--- src/rtl/gear16to24_pkg.sv ---
// Shared constants for the 24<->16 gearbox pair.
// Phase encoding and the pad byte must match the transmitter.
package gear_pkg;
    localparam int W16 = 16;
    localparam int W24 = 24;

    localparam logic [7:0] PAD_VAL_DEF = 8'h00;

    typedef enum logic [1:0] {
        PH0 = 2'd0,
        PH1 = 2'd1,
        PH2 = 2'd2
    } ph_e;
endpackage

--- src/rtl/gear16to24_if.sv ---
// Framed 16-bit input stream and repacked 24-bit output stream.
// The master drives the link words; the slave is the gearbox.
interface gear16to24_if;
    import gear_pkg::*;

    logic [W16-1:0] datin;
    logic           davin;
    logic           fstin;
    logic           lstin;
    logic [W24-1:0] datout;
    logic           davout;
    logic           fstout;
    logic           lstout;
    logic           err_frm;
    logic           err_pad;

    modport master (
        output datin, davin, fstin, lstin,
        input  datout, davout, fstout, lstout, err_frm, err_pad
    );

    modport slave (
        input  datin, davin, fstin, lstin,
        output datout, davout, fstout, lstout, err_frm, err_pad
    );
endinterface

--- src/rtl/gear16to24.sv ---
// Receive gearbox: packs three framed 16-bit words into two 24-bit words.
// Restores frame markers, drops the odd-frame pad byte, flags errors.
module gear16to24
    import gear_pkg::*;
#(
    parameter logic [7:0] PAD_VAL   = PAD_VAL_DEF,
    parameter bit         CHECK_PAD = 1'b1
) (
    input  logic         clk192,
    input  logic         init,
    gear16to24_if.slave  bus
);

    ph_e            ph_q, ph_d, ph_eff;
    logic [W16-1:0] hold_q, hold_d;
    logic           open_q, open_d;
    logic           fpend_q, fpend_d;

    logic [W24-1:0] datout_q, datout_d;
    logic           davout_q, davout_d;
    logic           fstout_q, fstout_d;
    logic           lstout_q, lstout_d;
    logic           err_frm_q, err_frm_d;
    logic           err_pad_q, err_pad_d;

    logic           acc;

    assign acc    = bus.davin & (bus.fstin | open_q);
    assign ph_eff = bus.fstin ? PH0 : ph_q;

    always_ff @(posedge clk192 or posedge init) begin
        if (init) begin
            ph_q      <= PH0;
            hold_q    <= '0;
            open_q    <= 1'b0;
            fpend_q   <= 1'b0;
            datout_q  <= '0;
            davout_q  <= 1'b0;
            fstout_q  <= 1'b0;
            lstout_q  <= 1'b0;
            err_frm_q <= 1'b0;
            err_pad_q <= 1'b0;
        end else begin
            ph_q      <= ph_d;
            hold_q    <= hold_d;
            open_q    <= open_d;
            fpend_q   <= fpend_d;
            datout_q  <= datout_d;
            davout_q  <= davout_d;
            fstout_q  <= fstout_d;
            lstout_q  <= lstout_d;
            err_frm_q <= err_frm_d;
            err_pad_q <= err_pad_d;
        end
    end

    always_comb begin
        ph_d      = ph_q;
        hold_d    = hold_q;
        open_d    = open_q;
        fpend_d   = fpend_q;
        datout_d  = '0;
        davout_d  = 1'b0;
        fstout_d  = 1'b0;
        lstout_d  = 1'b0;
        err_frm_d = err_frm_q;
        err_pad_d = err_pad_q;

        // Word outside any frame is dropped.
        if (bus.davin && !bus.fstin && !open_q)
            err_frm_d = 1'b1;

        if (acc) begin
            if (bus.fstin) begin
                open_d  = 1'b1;
                fpend_d = 1'b1;
                if (open_q)
                    err_frm_d = 1'b1;
            end

            unique case (1'b1)
                (ph_eff == PH0): begin
                    if (bus.lstin) begin
                        davout_d  = 1'b1;
                        datout_d  = {bus.datin, 8'h00};
                        err_frm_d = 1'b1;
                    end else begin
                        hold_d = bus.datin;
                        ph_d   = PH1;
                    end
                end
                (ph_eff == PH1): begin
                    davout_d = 1'b1;
                    datout_d = {hold_q, bus.datin[15:8]};
                    if (bus.lstin) begin
                        if (CHECK_PAD && bus.datin[7:0] != PAD_VAL)
                            err_pad_d = 1'b1;
                    end else begin
                        hold_d[7:0] = bus.datin[7:0];
                        ph_d        = PH2;
                    end
                end
                (ph_eff == PH2): begin
                    davout_d = 1'b1;
                    datout_d = {hold_q[7:0], bus.datin};
                    ph_d     = PH0;
                end
                default: ph_d = PH0;
            endcase

            if (bus.lstin) begin
                lstout_d = davout_d;
                ph_d     = PH0;
                open_d   = 1'b0;
            end

            // A fresh fst wins over any stale pending marker.
            if (davout_d) begin
                fstout_d = bus.fstin | fpend_q;
                fpend_d  = 1'b0;
            end
        end
    end

    assign bus.datout  = datout_q;
    assign bus.davout  = davout_q;
    assign bus.fstout  = fstout_q;
    assign bus.lstout  = lstout_q;
    assign bus.err_frm = err_frm_q;
    assign bus.err_pad = err_pad_q;

endmodule

--- src/flat_wrapper.sv ---
// flat-port wrapper written by rule: the top's interface ports become plain ports
module gear16to24_flat import gear_pkg::*;
#(
    parameter logic [7:0] PAD_VAL   = PAD_VAL_DEF,
    parameter bit         CHECK_PAD = 1'b1
)
  (clk192, init, bus_datin, bus_davin, bus_fstin, bus_lstin, bus_datout, bus_davout, bus_fstout, bus_lstout, bus_err_frm, bus_err_pad);
  gear16to24_if bus_i ();
  input  logic clk192;
  input  logic init;
  input wire logic [$bits(bus_i.datin)-1:0] bus_datin;
  input wire logic [$bits(bus_i.davin)-1:0] bus_davin;
  input wire logic [$bits(bus_i.fstin)-1:0] bus_fstin;
  input wire logic [$bits(bus_i.lstin)-1:0] bus_lstin;
  output wire logic [$bits(bus_i.datout)-1:0] bus_datout;
  output wire logic [$bits(bus_i.davout)-1:0] bus_davout;
  output wire logic [$bits(bus_i.fstout)-1:0] bus_fstout;
  output wire logic [$bits(bus_i.lstout)-1:0] bus_lstout;
  output wire logic [$bits(bus_i.err_frm)-1:0] bus_err_frm;
  output wire logic [$bits(bus_i.err_pad)-1:0] bus_err_pad;
  assign bus_i.datin = bus_datin;
  assign bus_i.davin = bus_davin;
  assign bus_i.fstin = bus_fstin;
  assign bus_i.lstin = bus_lstin;
  assign bus_datout = bus_i.datout;
  assign bus_davout = bus_i.davout;
  assign bus_fstout = bus_i.fstout;
  assign bus_lstout = bus_i.lstout;
  assign bus_err_frm = bus_i.err_frm;
  assign bus_err_pad = bus_i.err_pad;
  gear16to24 #(.PAD_VAL(PAD_VAL), .CHECK_PAD(CHECK_PAD)) u_core (.clk192(clk192), .init(init), .bus(bus_i));
endmodule
--- config.mk ---
export PLATFORM = sky130hd
export DESIGN_NAME = gear16to24_flat
export DESIGN_NICKNAME = d
export VERILOG_FILES = /design/src/rtl/gear16to24_pkg.sv /design/src/rtl/gear16to24_if.sv /design/src/rtl/gear16to24.sv /design/src/flat_wrapper.sv
export SDC_FILE = /design/constraint.sdc
export NUM_CORES = 1
export LEC_CHECK = 0
export ABC_AREA = 1
export CAP_MARGIN = 20
export CELL_PAD_IN_SITES_DETAIL_PLACEMENT = 1
export CELL_PAD_IN_SITES_GLOBAL_PLACEMENT = 2
export CORE_MARGIN = 5
export CORE_UTILIZATION = 30
export CTS_BUF_LIST = sky130_fd_sc_hd__clkbuf_2
export CTS_CLUSTER_SIZE = 8
export DETAILED_ROUTE_END_ITERATION = 7
export GPL_TIMING_DRIVEN = 0
export HOLD_SLACK_MARGIN = 0.05
export PLACE_DENSITY = 0.79
export SYNTH_ARGS = -nofsm -noshare
export SYNTH_HDL_FRONTEND = slang
export SYNTH_SLANG_ARGS = --single-unit
export TNS_END_PERCENT = 10
--- constraint.sdc ---
create_clock -name clk192 -period 1.66 [get_ports clk192]
set_input_delay 0.249 -clock clk192 [delete_from_list [all_inputs] [get_ports clk192]]
set_output_delay 0.249 -clock clk192 [all_outputs]
set_load 0.005 [all_outputs]
---- After elaboration in Yosys (flattened, before gate mapping) ----
Cells that the tools add are included.
storage, ports and cells
  latch bits .............................. 0
  bits in read-only memories .............. 0
  output and inout port bits .............. 29
  RAM bits ................................ 0
  bits in registers ....................... 49
  memories ................................ 0
cells by class
  reduce and logical (&&, ||, !) cells .... 15
  add/subtract/negate cells ............... 0
  multipliers ............................. 0
  equality and inequality tests ........... 4
  div/mod/pow operators ................... 0
  shift-type cells ........................ 0
  order comparisons ....................... 0
  bitwise gates (word level) .............. 4
  mux-type cells .......................... 26
operators by type and width
  cell                                                              count
  24-bit one-hot mux with 3 select lines                            1
  24-bit two-way mux                                                2
  1-bit two-way mux                                                 16
  8-bit two-way mux                                                 2
  8-bit one-hot mux with 2 select lines                             1
  4-bit AND reduction                                               2
  8-bit nonzero test                                                1
  2-bit nonzero test                                                3
  2-bit two-way mux                                                 2
  2-bit != test (second input constant)                             2
  2-bit one-hot mux with 2 select lines                             1
  2-bit AND reduction                                               2
  3-bit AND reduction                                               1
  2-bit by 1-bit == test with 1-bit output (second input constant)  1
  2-bit == test (second input constant)                             1
  1-bit logical AND                                                 2
  1-bit logical NOT                                                 2
  2-bit logical NOT                                                 1
  1-bit OR                                                          2
  1-bit one-hot mux with 2 select lines                             1
  2-bit OR reduction                                                1
  1-bit AND                                                         1
  1-bit NOT                                                         1

---- Longest topological paths before layout ----
Gate-level depths: netlist (run 1).
  depth in word-level cells ............... 9
  gate-level depth with buffers ........... 11
  depth with buffers taken out ............ 9

---- Worst setup path after synthesis (run 1) ----
Ideal clock, no wire load.
  kind .................................... register -> register
  from .................................... register u_core.ph_q[0]
  to ...................................... register u_core.hold_q[10]
  arrival ................................. 1.340 ns
  path buffers ............................ 2
  path slack .............................. 0.203 ns
  cell stages (with the launch flop) ...... 12
  setup time .............................. 0.117 ns
  cell sequence ........................... dfrtp_1 -> inv_1 -> nor2_1 -> inv_1 -> ha_1 -> buf_4 -> inv_1 -> nor2_1 -> nand2_4 -> buf_6 -> nand2_1 -> o21ai_2
between the ends
  word-level cells in the longest chain between the ends .. 3
ends and longest elaborated chain
  item                           line              RTL
  start, declared                gear16to24.sv:14  ph_e ph_q, ph_d, ph_eff;
  start signal, assigned         gear16to24.sv:44  ph_q <= ph_d;
  2-bit two-way mux              gear16to24.sv:29  assign ph_eff = bus.fstin ? PH0 : ph_q;
  2-bit logical NOT              gear16to24.sv:82  (ph_eff == PH0): begin
  3-bit AND reduction (no line)  -
  end signal, assigned           gear16to24.sv:45  hold_q <= hold_d;
  end, declared                  gear16to24.sv:15  logic [W16-1:0] hold_q, hold_d;
No other way between the ends.
A chain may end at the register's enable or synchronous reset.

---- Worst setup path in the final report (run 1) ----
  from .................................... input port bus_fstin
  to ...................................... register u_core.datout_q[9] (netlist: u_core.bus.datout[9])
between the ends
  word-level cells in the longest chain between the ends .. 4
  elaborated cells between the ends (all ways) .. 8
ends and longest elaborated chain
  item                                    line                RTL
  start, declared                         flat_wrapper.sv:13  input wire logic [$bits(bus_i.fstin)-1:0] bus_fstin;
  2-bit two-way mux                       gear16to24.sv:29
  2-bit == test (tied with other cells)   gear16to24.sv:103   (ph_eff == PH2): begin
  24-bit one-hot mux with 3 select lines  gear16to24.sv:81    unique case (1'b1)
  24-bit two-way mux *                    gear16to24.sv:73    if (acc) begin
  net u_core.datout_d[9]                  gear16to24.sv:19    logic [W24-1:0] datout_q, datout_d;
  end signal, assigned                    gear16to24.sv:48    datout_q <= datout_d;
  end, declared                           gear16to24.sv:19
The timed path passes the listed nets; every way through them passes the cells marked *.

==> impl_metrics.py, run 1 <==
metrics = {
    "drt": {
        "drt_first_iter_violations": 95,
        "drtAntennaViolNets": 0,
        "wl_per_cell_um": 15.36,
        "drc": 0,
        "route.vias.total": 2005,
        "first_pass_iters": 4,
        "routed_via_density": 4.465,
        "finalWirelength_mm": 6.895,
    },
    "floorplanning": {
        "die_y_um": 98.31,
        "start_util_pct": 30.60,
        "io_pins": 50,
        "die_w_um": 98.31,
        "rows": 32,
        "dieArea_mm2": 0.009665,
        "core_mm2": 0.007647,
    },
    "clocking": {
        "tritoncts": "done",
        "clockBufferDepth": 2,
        "cts_sinks": 49,
        "cts_root_buf": "clkbuf_2",
        "htreeDepth": 2,
        "insertion_delay_ps": 420,
        "cts_buffers": 5,
        "clkSlewWorstSetupHoldPaths_ps": 240,
        "cts_hold_buf": 0,
    },
    "finish": {
        "syn_to_final_growth_pct": 35.51,
        "utilization_pct": 41.46,
        "mostFrequentLayoutCells": "85 x nand2_1, 49 x dfrtp_1, 45 x clkdlybuf4s50_1",
        "largest_reg_flops": 24,
        "n_antenna_cell": 0,
        "final_common_cell": "nand2_1",
        "drive_gt1_share_pct": 16.43,
        "nNetsFinal": 371,
    },
    "synth": {
        "syn_nets": 307,
        "synth_compound_area_share_pct": 10.11,
        "synthesis.area_mm2": 0.002340,
        "yosys.area_share.simple_pct": 25.99,
        "ys.flop_type": "dfrtp_1",
        "synth_cell_types": 22,
        "yosys_warnings": 0,
        "async_reset_ff_share_pct": 100.0,
        "synth-edff-count": 0,
        "muxShareOfSynthArea_pct": 0,
        "synthAdderAreaFrac_pct": 2.139,
        "avgSynthCellArea_um2": 8.297,
        "synth-xor-area-share_pct": 0,
        "syn-instance-count": 282,
        "ys_seq_area_share_pct": 52.41,
        "ys_ff_latch": 49,
        "synth_top_family_by_area": "simple AND/OR/NAND/NOR gates",
    },
    "timing": {
        "rsz0062_at_grt": "true",
        "setup_violations": 0,
        "fmax_mhz": 615.6,
        "hold_viol": 0,
        "setup_tns_ps": 0,
        "relSlewSlack_pct": 64.23,
        "slew_violations": 0,
        "worst_pin_slew_ps": 535.7,
        "finalCritPeriodShare_pct": 97.86,
        "post-route-min-period_ps": 1625,
        "fin_skew_ps": 7.691,
    },
    "critical_path": {
        "cp.arrival_ps": 2010,
        "critPathSlowestCell": "clkdlybuf4s50_1",
        "reg2reg_slack_ps": 80,
        "startpoint_type": "primary input",
        "crit_path_frequent_cell": "nor2_1",
        "r2r-start": "u_core.ph_q[0]",
        "crit_path_cell_trace": "clkdlybuf4s50_1 -> nor2_2 -> ha_1 -> clkbuf_4 -> clkinvlp_4 -> o21ai_1 -> nor2_1 -> nor2_1",
        "reg2reg_depth": 9,
        "end_kind": "flip-flop",
        "path_class": "primary input to flip-flop",
        "crit_fanout": 8,
        "required_ps": 2040,
        "cpPeakStageDelay_ps": 560,
        "r2r_end": "u_core.bus.datout[9]",
    },
    "global_route": {
        "grt_use_total_pct": 14.80,
        "grt_overflow": 0,
        "grt_pass1_vias": 2120,
        "antenna_found_initial": 0,
        "grt_pass1_wl_mm": 11.25,
        "grt_max_degree": 26,
    },
    "place": {
        "finalWeightedCongestion": 0.7395,
        "hpwlAfterDp_mm": 4.992,
        "portBuffers": 49,
    },
    "pwr": {
        "p_clk_share_pct": 17.4,
        "leakage_uw": 0.001558,
        "power_density_mw_per_mm2": 862.4,
        "swShare_pct": 33.53,
        "peakVddDrop_uv": 331.3,
        "p_int_uw": 1817,
        "sequentialPowerShare_pct": 53.2,
        "p_comb_share_pct": 29.4,
        "p_sw_uw": 916.7,
    },
    "flow_run": {
        "max_cap_viol_count": 0,
    },
    "outcome": {
        "status": "completed",
    },
    "hold_path": {
        "hold_class": "primary input to asynchronous set/reset pin",
    },
}
[stage by stage]
step | worst slack (ps) | instances | hold slack (ps) | power (uW) | cell area, um2
finish | 35.48 | 449 | 139.1 | 2734 | 3171
global route | -32.41 | 449 | 165.6 | 2939 | 3171
CTS | -49.78 | 442 | 142.7 | 2720 | 3050
detailed placement | -719.3 | 434 | 446.2 | 2218 | 2978
global placement | -829.3 | 433 | 441.8 | 2194 | 2958
floorplan | 203.0 | 282 | 369.6 | 1889 | 2340
[worst max-delay path, delay by kind of cell]
| kind | cells | cell delay [ps] |
|---|---|---|
| compound gates | 1 | 220 |
| simple gates | 3 | 370 |
| fa+ha+maj | 1 | 160 |
| buf+inv | 3 | 990 |
[layer usage]
metal | up-vias | global-route usage, % | routed length [um]
met2 | 44 | 24.28 | 3201
met3 | 5 | 3.214 | 309
li1 | 998 | - | -
met1 | 958 | 20.24 | 3326
met5 | - | 0 | 0
met4 | 0 | 2.836 | 57
[power groups by stage]
stage | Combinational (uW) | Sequential, uW | Clock [uW]
final | 805 | 1450 | 476
after floorplan | 426 | 1460 | 0
after global routing | 904 | 1480 | 557
after CTS | 764 | 1450 | 501
after global placement | 722 | 1470 | 0
after detailed placement | 741 | 1480 | 0
[kinds of logic (layout without fill, tap and decap cells)]
family | count (synthesis) | count (layout)
simple gates | 145 | 145
buf+inv | 48 | 113
compound gates | 36 | 36
flops | 49 | 49
fa+ha+maj | 4 | 4
[cells in the mapped netlist, types with 3 or more instances]
master | instances | share of area [%]
nand3_1 | 3 | 0.64
dfrtp_1 | 49 | 52
buf_2 | 7 | 1.5
o21ai_0 | 10 | 2.1
inv_1 | 36 | 5.8
o21ai_2 | 8 | 3.0
nand2_1 | 86 | 14
a21oi_2 | 4 | 1.5
a31oi_1 | 6 | 1.6
buf_6 | 3 | 1.4
nand4_1 | 8 | 2.1
ha_1 | 4 | 2.1
a21oi_1 | 5 | 1.1
nor2_1 | 43 | 6.9
[worst max-delay path by stage]
| stage | slack, ps | from | cells after the start | endpoint |
|---|---|---|---|---|
| 2_1_floorplan | 200 | u_core.ph_q[0] | 11 | u_core.hold_q[10] |
| 3_3_place_gp | -830 | init | 2 | u_core.bus.datout[8] |
| 3_5_place_dp | -720 | bus_fstin | 8 | u_core.hold_q[5] |
| 4_1_cts | -50 | u_core.ph_q[0] | 9 | u_core.bus.datout[19] |
| 5_1_grt | -30 | u_core.ph_q[0] | 9 | u_core.bus.datout[8] |
| 6_report | 40 | bus_fstin | 8 | u_core.bus.datout[9] |
[layout make-up]
cell class / instances / area, um2
tap: 102 / 127.6
sequential: 49 / 1226
buffer: 12 / 110.1
inverter: 36 / 138.9
timing repair buffer: 57 / 594.3
clock buffer: 5 / 25.02
fill: 916 / 4477
multi-input combinational: 185 / 935.9
clock inverter: 3 / 12.51
[repair_timing]
| item | 4_1_cts | 5_1_grt |
|---|---|---|
| resized for setup | 10 | 29 |
| cloned | 0 | 1 |
| pin swaps | 1 | 2 |
| endpoints found under the setup margin | 30 | 37 |
| buffers inserted | 0 | 6 |
Power figures use the tool's default switching activity.
==> run 2: changes to the inputs <==
CTS_CLUSTER_SIZE = not set   (was 8)
==> results of run 2 <==
Same layout as run 1: the final DEF is identical, and so are final timing and power.
==> run 3: changes to the inputs <==
CTS_CLUSTER_SIZE = 10   (was not set)
REMOVE_ABC_BUFFERS = 1   (was not set)
==> impl_metrics.py, run 3 (synthesis results as in run 1) <==
metrics = {
    "critical_path": {
        "end_kind": "flip-flop",
        "startpoint_type": "primary input",
        "r2r-start": "u_core.ph_q[1]",
        "cp.arrival_ps": 2000,
        "crit_fanout": 11,
        "r2r_end": "u_core.hold_q[12]",
        "required_ps": 2040,
        "reg2reg_depth": 10,
        "path_class": "primary input to flip-flop",
        "reg2reg_slack_ps": 80,
    },
    "floorplanning": {
        "rows": 32,
        "io_pins": 50,
        "dieArea_mm2": 0.009665,
        "start_util_pct": 30.60,
        "die_y_um": 98.31,
        "core_mm2": 0.007647,
        "die_w_um": 98.31,
    },
    "global_route": {
        "grt_pass1_vias": 2165,
        "grt_use_total_pct": 14.78,
        "grt_overflow": 0,
        "antenna_found_initial": 0,
        "grt_max_degree": 30,
        "grt_pass1_wl_mm": 11.48,
    },
    "finish": {
        "utilization_pct": 41.84,
        "drive_gt1_share_pct": 15.00,
        "final_common_cell": "nand2_1",
        "regArea_mm2": 0.001226,
        "mostFrequentLayoutCells": "84 x nand2_1, 49 x dfrtp_1, 40 x nor2_1",
        "largest_reg_flops": 24,
        "syn_to_final_growth_pct": 36.74,
        "nFillCells": 913,
        "n_antenna_cell": 0,
        "multi_input_area_um2": 972.2,
        "nNetsFinal": 365,
        "finalNonFillerCells": 442,
    },
    "clocking": {
        "insertion_delay_ps": 440,
        "tritoncts": "done",
        "cts_sinks": 49,
        "clockBufferDepth": 2,
        "htreeDepth": 2,
        "clkSlewWorstSetupHoldPaths_ps": 250,
        "cts_root_buf": "clkbuf_2",
        "cts_buffers": 5,
    },
    "drt": {
        "drtAntennaViolNets": 0,
        "drc": 0,
        "drt_first_iter_violations": 93,
        "routed_via_density": 4.520,
        "finalWirelength_mm": 6.781,
        "wl_per_cell_um": 15.34,
        "first_pass_iters": 4,
        "route.vias.total": 1998,
    },
    "place": {
        "dp_cells": 422,
        "portBuffers": 49,
        "hpwlAfterDp_mm": 4.339,
        "finalWeightedCongestion": 0.7346,
    },
    "timing": {
        "hold_viol": 0,
        "rsz0062_at_grt": "false",
        "relSlewSlack_pct": 54.75,
        "fmax_mhz": 619.6,
        "setup_violations": 0,
        "slew_violations": 0,
        "fin_skew_ps": 22.43,
        "worst_pin_slew_ps": 676.6,
        "finalCritPeriodShare_pct": 97.22,
        "post-route-min-period_ps": 1614,
    },
    "pwr": {
        "leakage_uw": 0.001654,
        "power_density_mw_per_mm2": 902.4,
        "peakVddDrop_uv": 387.8,
    },
    "flow_run": {
        "max_cap_viol_count": 0,
    },
    "hold_path": {
        "hold_class": "primary input to asynchronous set/reset pin",
    },
    "outcome": {
        "status": "completed",
    },
}
-- run 3: cell type report --
cell class	instances	area share, %
clock buffers	5	0.7822
inverters	36	4.341
flip-flops and latches	49	38.33
well taps	102	3.989
clock inverters	2	1.095
repair buffers	63	21.08
multi-input cells	185	30.39
-- run 3: repair_timing --
action	in CTS	in global routing
hold buffers	0	0
hold endpoints to repair	0	0
setup buffers	13	0
resized for setup	13	17
pin swaps	2	1
endpoints found under the setup margin	48	44
-- run 3: worst max path at each step --
stage                          startpoint                to  slack (ps)  cells after the start
floorplan                  u_core.ph_q[0]  u_core.hold_q[0]        -110                      8
global placement                bus_fstin  u_core.hold_q[6]       -1430                      9
detailed placement              bus_fstin  u_core.hold_q[1]       -1450                      8
CTS                    u_core.bus.err_pad       bus_err_pad           5                      1
global route        u_core.bus.datout[12]    bus_datout[12]           2                      1
finish                          bus_lstin  u_core.hold_q[1]          50                      5
-- run 3: where the power goes --
group	switching (uW)	internal (uW)
sequential	88.2	1370
combinational	448	345
clock	397	244
total	933	1950
-- run 3: worst max-delay path, cell delays in order --
cell	delay, ps
clkdlybuf4s50_1	900
inv_1	430
nand3_4	270
nand2_1	80
nand2_1	60
-- run 3: stage by stage --
step           area [um2]  total power [uW]  hold slack (ps)  setup slack (ps)  TNS [ps]
2_1_floorplan        2256              1855            350.1            -108.8    -870.7
3_3_place_gp         2874              2142            443.4             -1429    -84230
3_5_place_dp         2894              2169            450.5             -1449    -44470
4_1_cts              3157              2914            93.79             5.249         0
5_1_grt              3199              3087            96.43             2.284         0
6_report             3199              2887            89.40             46.15         0
-- run 3: routing by layer --
layer	routed length, um	part of all wire (%)	track usage [%]
met1	3157	47	19.62
met2	3297	49	24.86
met3	269	4.0	3.286
met5	0	0	0
met4	57	0.84	2.941
==> RTL change 1 (settings of run 1) <==
The 3 values of `ph_e` get a one-hot encoding in 3 bits.
--- a/src/rtl/gear16to24_pkg.sv
+++ b/src/rtl/gear16to24_pkg.sv
@@ -7,8 +7,8 @@
     localparam logic [7:0] PAD_VAL_DEF = 8'h00;
 
-    typedef enum logic [1:0] {
-        PH0 = 2'd0,
-        PH1 = 2'd1,
-        PH2 = 2'd2
+    typedef enum logic [2:0] {
+        PH0 = 3'b001,
+        PH1 = 3'b010,
+        PH2 = 3'b100
     } ph_e;
 endpackage
Behaviour: same outputs for any inputs over 10 cycles, from zero or initial values; not proved beyond that.
==> RTL change 1 against run 1 <==
Synthesized area grew 3.1%; final area down 1.2%; non-clock buffer count is 7 lower; sequential cell count up 1; worst hold slack better by 0.29 ns; power rose by 0.20%; first-iteration DRC count down 20%; worst setup slack better by 0.033 ns; maximum frequency rose by 2.1%; wire length up 11%; critical endpoint is now u_core.bus.datout[17].
==> RTL change 1: results (changes against run 1) <==
placed_design:
  gp_congestion: 0.7711  # +4.3%
  placed_area_um2: 3050  # +2.4%
  post-place-cells: 450  # +3.7%
  dp_slack_ns: -0.3769  # +0.3424 ns
  dp_hpwl_um: 5428  # +8.7%
clocking:
  insertion_delay_ns: 0.44  # +0.02 ns
  htree_levels: 2  # unchanged
  clk_pin_slew_ns: 0.26  # +0.02 ns
synthesis:
  synth_adder_area_share_pct: 0  # -2.1 points
  synth_common_cells: "nand2_1, nor2_1, dfrtp_1, nand3_1, a21oi_1"
  synth_cells: 298  # +5.7%
  yosysSeqAreaShare_pct: 51.92  # -0.49 points
  yosys_warnings: 0  # unchanged
  synthTopCellsByArea: "dfrtp_1, nand2_1, nor2_1"
  syn-num-nets: 319  # +3.9%
  synth_top_area_share_pct: 50.83  # -1.6 points
  synthDistinctLibCells: 26  # +18%
  synth_compound_area_share_pct: 4.253  # -5.9 points
route:
  wl_met3_um: 274  # -11%
  wl_met1_um: 3666  # +10%
  drt_iter0_drc: 76  # -20%
  wl_met2_um: 3662  # +14%
  top_layer: "met4"
  wl_per_cell_um: 16.69  # +8.7%
  vias_per_cell: 4.680  # +4.8%
pwr:
  ir_drop_mv: 0.2796  # -16%
  p_int_mw: 1.796  # -1.2%
  p_leak_nw: 1.601  # +2.7%
run_status:
  status: "finished clean"
setup_path:
  r2r_cells: 3  # -6
  r2r_setup_slack_ns: 0.07
  critPathLaunch: "u_core.open_q"
  r2r_end: "u_core.bus.datout[17]"
  crit_fanout: 10  # +2
  crit_arrival_ns: 1.92  # -0.09 ns
  regToRegStartpoint: "u_core.open_q"
cells_and_area:
  nets: 378  # +1.9%
  drive_above_1_share_pct: 9.777  # -6.6 points
  final_cells: 460  # +2.4%
  fill_cells: 977  # +6.7%
grt:
  grtUsageTotal_pct: 16.65  # +1.9 points
  use_met1_pct: 22.50  # +2.3 points
  use_met2_pct: 27.71  # +3.4 points
  met3_usage_pct: 3.015  # -0.20 points
  grt_pass1_wl_um: 12720  # +13%
  grt_max_degree: 37  # +42%
  grt_pass1_vias: 2313  # +9.1%
timing:
  clock_skew_ns: 0.01604  # +0.008347 ns
  hold_slack_ns: 0.4270  # +0.2879 ns
  fin_crit_ns: 1.592  # -0.03276 ns
  relSlewSlack_pct: 61.60  # -2.6 points
min_path:
  min_path_type: "input port to flip-flop"
  holdPathStages: 3
RTL change 1: cell count changes after synthesis, moves of 4 or more:
cell,change
nor2_1,+15
nand3_1,+16
inv_1,-26
nand4_1,-7
o21ai_2,-7
a21oi_1,+6
a31oi_1,-6
ha_1,-4
a21oi_2,-4
nand2_1,+33
o21ai_0,-8
buf_2,-6
RTL change 1: worst max-delay path: stages, from the launching register on:
cell	delay (ns)
dfrtp_1	0.50
o21ai_4	0.35
clkbuf_1	0.50
nor2_1	0.13
RTL change 1: layout make-up:
class	instances	area (µm²)	share of cell area, %
repair buffers	52	545.5	17.41
inverters	11	43.79	1.398
multi-input cells	227	1041	33.23
well taps	102	127.6	4.073
flip-flops and latches	50	1252	39.98
clock inverters	2	8.758	0.2796
plain buffers	10	83.83	2.676
clock buffers	6	30.03	0.9585
RTL change 1: power by group through the flow:
stage	combinational, mW	clock, mW	sequential [mW]
after floorplan	0.425	0	1.52
after global placement	0.701	0	1.54
after detailed placement	0.725	0	1.55
after CTS	0.728	0.532	1.52
after global routing	0.800	0.582	1.55
final	0.711	0.505	1.52
RTL change 1: repair_timing:
item	4_1_cts	5_1_grt
hold endpoints to repair	0	6
setup buffers	0	1
gates resized for setup	0	8
hold buffers	0	1
setup endpoints to repair	0	20
RTL change 1: metrics by stage:
step / utilization, % / power, mW
6_report: 40.34 / 2.740
3_5_place_dp: 39.27 / 2.273
3_3_place_gp: 39.01 / 2.241
2_1_floorplan: - / 1.947
4_1_cts: 39.77 / 2.784
5_1_grt: 40.34 / 2.929
RTL change 1: logic make-up (layout without fill, tap and decap cells):
family                 count (synthesis)  count (layout)
and+or+nand+nor                      210             210
AOI/OAI and AO/OA                     17              17
buffers and inverters                 21              81
DFF                                   50              50
==> RTL change 2 (flow settings as in run 1) <==
Made on the original files. `CHECK_PAD` is set to 1'b1 in 2 places; all go to 1'b0.
--- a/src/rtl/gear16to24.sv
+++ b/src/rtl/gear16to24.sv
@@ -5,5 +5,5 @@
 #(
     parameter logic [7:0] PAD_VAL   = PAD_VAL_DEF,
-    parameter bit         CHECK_PAD = 1'b1
+    parameter bit         CHECK_PAD = 1'b0
 ) (
     input  logic         clk192,
--- a/src/flat_wrapper.sv
+++ b/src/flat_wrapper.sv
@@ -3,5 +3,5 @@
 #(
     parameter logic [7:0] PAD_VAL   = PAD_VAL_DEF,
-    parameter bit         CHECK_PAD = 1'b1
+    parameter bit         CHECK_PAD = 1'b0
 )
   (clk192, init, bus_datin, bus_davin, bus_fstin, bus_lstin, bus_datout, bus_davout, bus_fstout, bus_lstout, bus_err_frm, bus_err_pad);
Function: changed (Yosys sat finds a counterexample within 4 cycles, from zero or initial values).
==> RTL change 2 against run 1 <==
Wire length down 9.1%; count of clock-buffer cells in the layout rose by 1; synthesized area fell by 5.2%; die area fell by 4.7%; final area shrank 7.8%; worst setup slack better by 0.061 ns; power shrank 7.6%; sequential cell count shrank 1; critical endpoint is now u_core.bus.datout[1]; highest routed layer unchanged.
==> RTL change 2: results (changes against run 1) <==
run_status:
  status: "finished clean"
timing:
  slew_violations: 0  # unchanged
  hold_slack_ns: 0.1382  # -0.0008800 ns
  clock_skew_ns: 0.01324  # +0.005552 ns
clocking:
  post-cts-setup-buffer-count: 0  # unchanged
  insertion_delay_ns: 0.42  # about the same
  htree_levels: 2  # unchanged
  numCtsBuffers: 5  # unchanged
  clk_pin_slew_ns: 0.24  # about the same
  cts_max_path_buffers: 2  # unchanged
  cts_root_buf: "clkbuf_2"
synthesis:
  synthDistinctLibCells: 20  # -9.1%
  synth-async-reset-ratio_pct: 100.0  # unchanged
  synthTopCellsByArea: "dfrtp_1, nand2_1, nor2_1"
  synthFlopType: "dfrtp_1"
  syn-num-nets: 297  # -3.3%
  synth_common_cells: "nand2_1, dfrtp_1, nor2_1, inv_1, a21oi_1"
  synth_cells: 272  # -3.5%
  yosys_warnings: 0  # unchanged
  yosysSeqAreaShare_pct: 54.18  # +1.8 points
setup_path:
  slowest_stage: "dfrtp_1"
  regToRegStartpoint: "u_core.ph_q[1]"
  critical-path-max-stage-delay_ns: 0.43  # -0.13 ns
  r2r_cells: 7  # -2
  critPathKind: "flip-flop to flip-flop"
  critPathCapture: "u_core.bus.datout[1]"
  r2r_setup_slack_ns: 0.1  # +0.02 ns
  crit_arrival_ns: 1.90  # -0.11 ns
  crit_fanout: 10  # +2
placed_design:
  io_buffers: 48  # -2.0%
  dp_hpwl_um: 4575  # -8.4%
  post-place-cells: 420  # -3.2%
  gp_congestion: 0.7441  # +0.62%
route:
  wl_per_cell_um: 14.68  # -4.4%
  drt_iter0_drc: 51  # -46%
  vias_per_cell: 4.555  # +2.0%
  first_pass_iters: 4  # unchanged
grt:
  grt_antenna_before_repair: 0  # unchanged
  grt_pass1_vias: 2073  # -2.2%
  grtUsageTotal_pct: 15.33  # +0.53 points
  grt_max_degree: 29  # +12%
  grt_pass1_wl_um: 10630  # -5.5%
cells_and_area:
  drive_above_1_share_pct: 10.98  # -5.5 points
  diodes: 0  # unchanged
  nets: 353  # -4.9%
  largest_register_ffs: 24  # unchanged
  final_cells: 427  # -4.9%
min_path:
  min_path_type: "input port to asynchronous set/reset pin"
pwr:
  p_leak_nw: 1.459  # -6.4%
  ir_drop_mv: 0.2541  # -23%
-- RTL change 2: timing repair --
item                                    in CTS  in global routing
endpoints found under the setup margin      20                 28
pin swaps                                    0                  1
resized for setup                            7                 11
gates cloned                                 0                  0
-- RTL change 2: metrics by stage --
step	area (µm²)	setup slack [ns]	setup TNS, ns	util [%]	power, mW
6_report	2923	0.09643	0	40.51	2.526
2_1_floorplan	2217	0.2308	0	-	1.775
3_5_place_dp	2841	-0.8373	-24.86	39.39	2.078
4_1_cts	2893	0.02076	0	40.10	2.570
5_1_grt	2923	-0.01938	-0.03589	40.51	2.729
3_3_place_gp	2821	-0.8202	-62.54	39.11	2.050
-- RTL change 2: cells by family after synthesis --
kind of cell | share of synthesized area, %
DFF | 54.18
and+or+nand+nor | 28.89
other | 0.1691
AOI/OAI and AO/OA | 6.998
buffers and inverters | 7.505
adders and majority gates | 2.257
-- RTL change 2: per-layer routing --
metal	global-route usage, %	vias to the layer above	wire length (µm)
met5	0	-	0
met2	25.83	38	3014
li1	-	939	-
met1	20.23	962	2946
met4	4.265	0	85
met3	2.658	6	222
-- RTL change 2: worst min-delay path by stage --
stage                                  start                    end  cells after the start
after CTS                               init       u_core.hold_q[2]                      2
after global placement    u_core.bus.err_frm     u_core.bus.err_frm                      2
final                                   init       u_core.hold_q[2]                      2
after floorplan                    bus_davin     u_core.bus.err_frm                      2
after detailed placement  u_core.bus.err_frm     u_core.bus.err_frm                      2
after global routing                    init  u_core.bus.datout[22]                      2
-- RTL change 2: area by class of cell --
type,instances,area (µm²)
clock inverter,1,5.005
inverter,28,110.1
timing repair buffer,49,501.7
sequential,48,1201
clock buffer,6,30.03
tap,99,123.9
fill,883,4292
multi-input combinational,188,882.1
buffer,8,68.82
-- RTL change 2: critical path, delay by kind of cell, from the launching register on --
family	cells	cell delay (ns)
buffers and inverters	3	0.45
AOI/OAI and AO/OA	1	0.23
adders and majority gates	1	0.25
DFF	1	0.43
and+or+nand+nor	2	0.14
-- RTL change 2: power by group --
group	internal, mW	leakage (nW)	switching (mW)	total, mW
sequential	1.33	0.625	0.0815	1.41
combinational	0.276	0.804	0.373	0.649
clock	0.100	0.0288	0.366	0.466
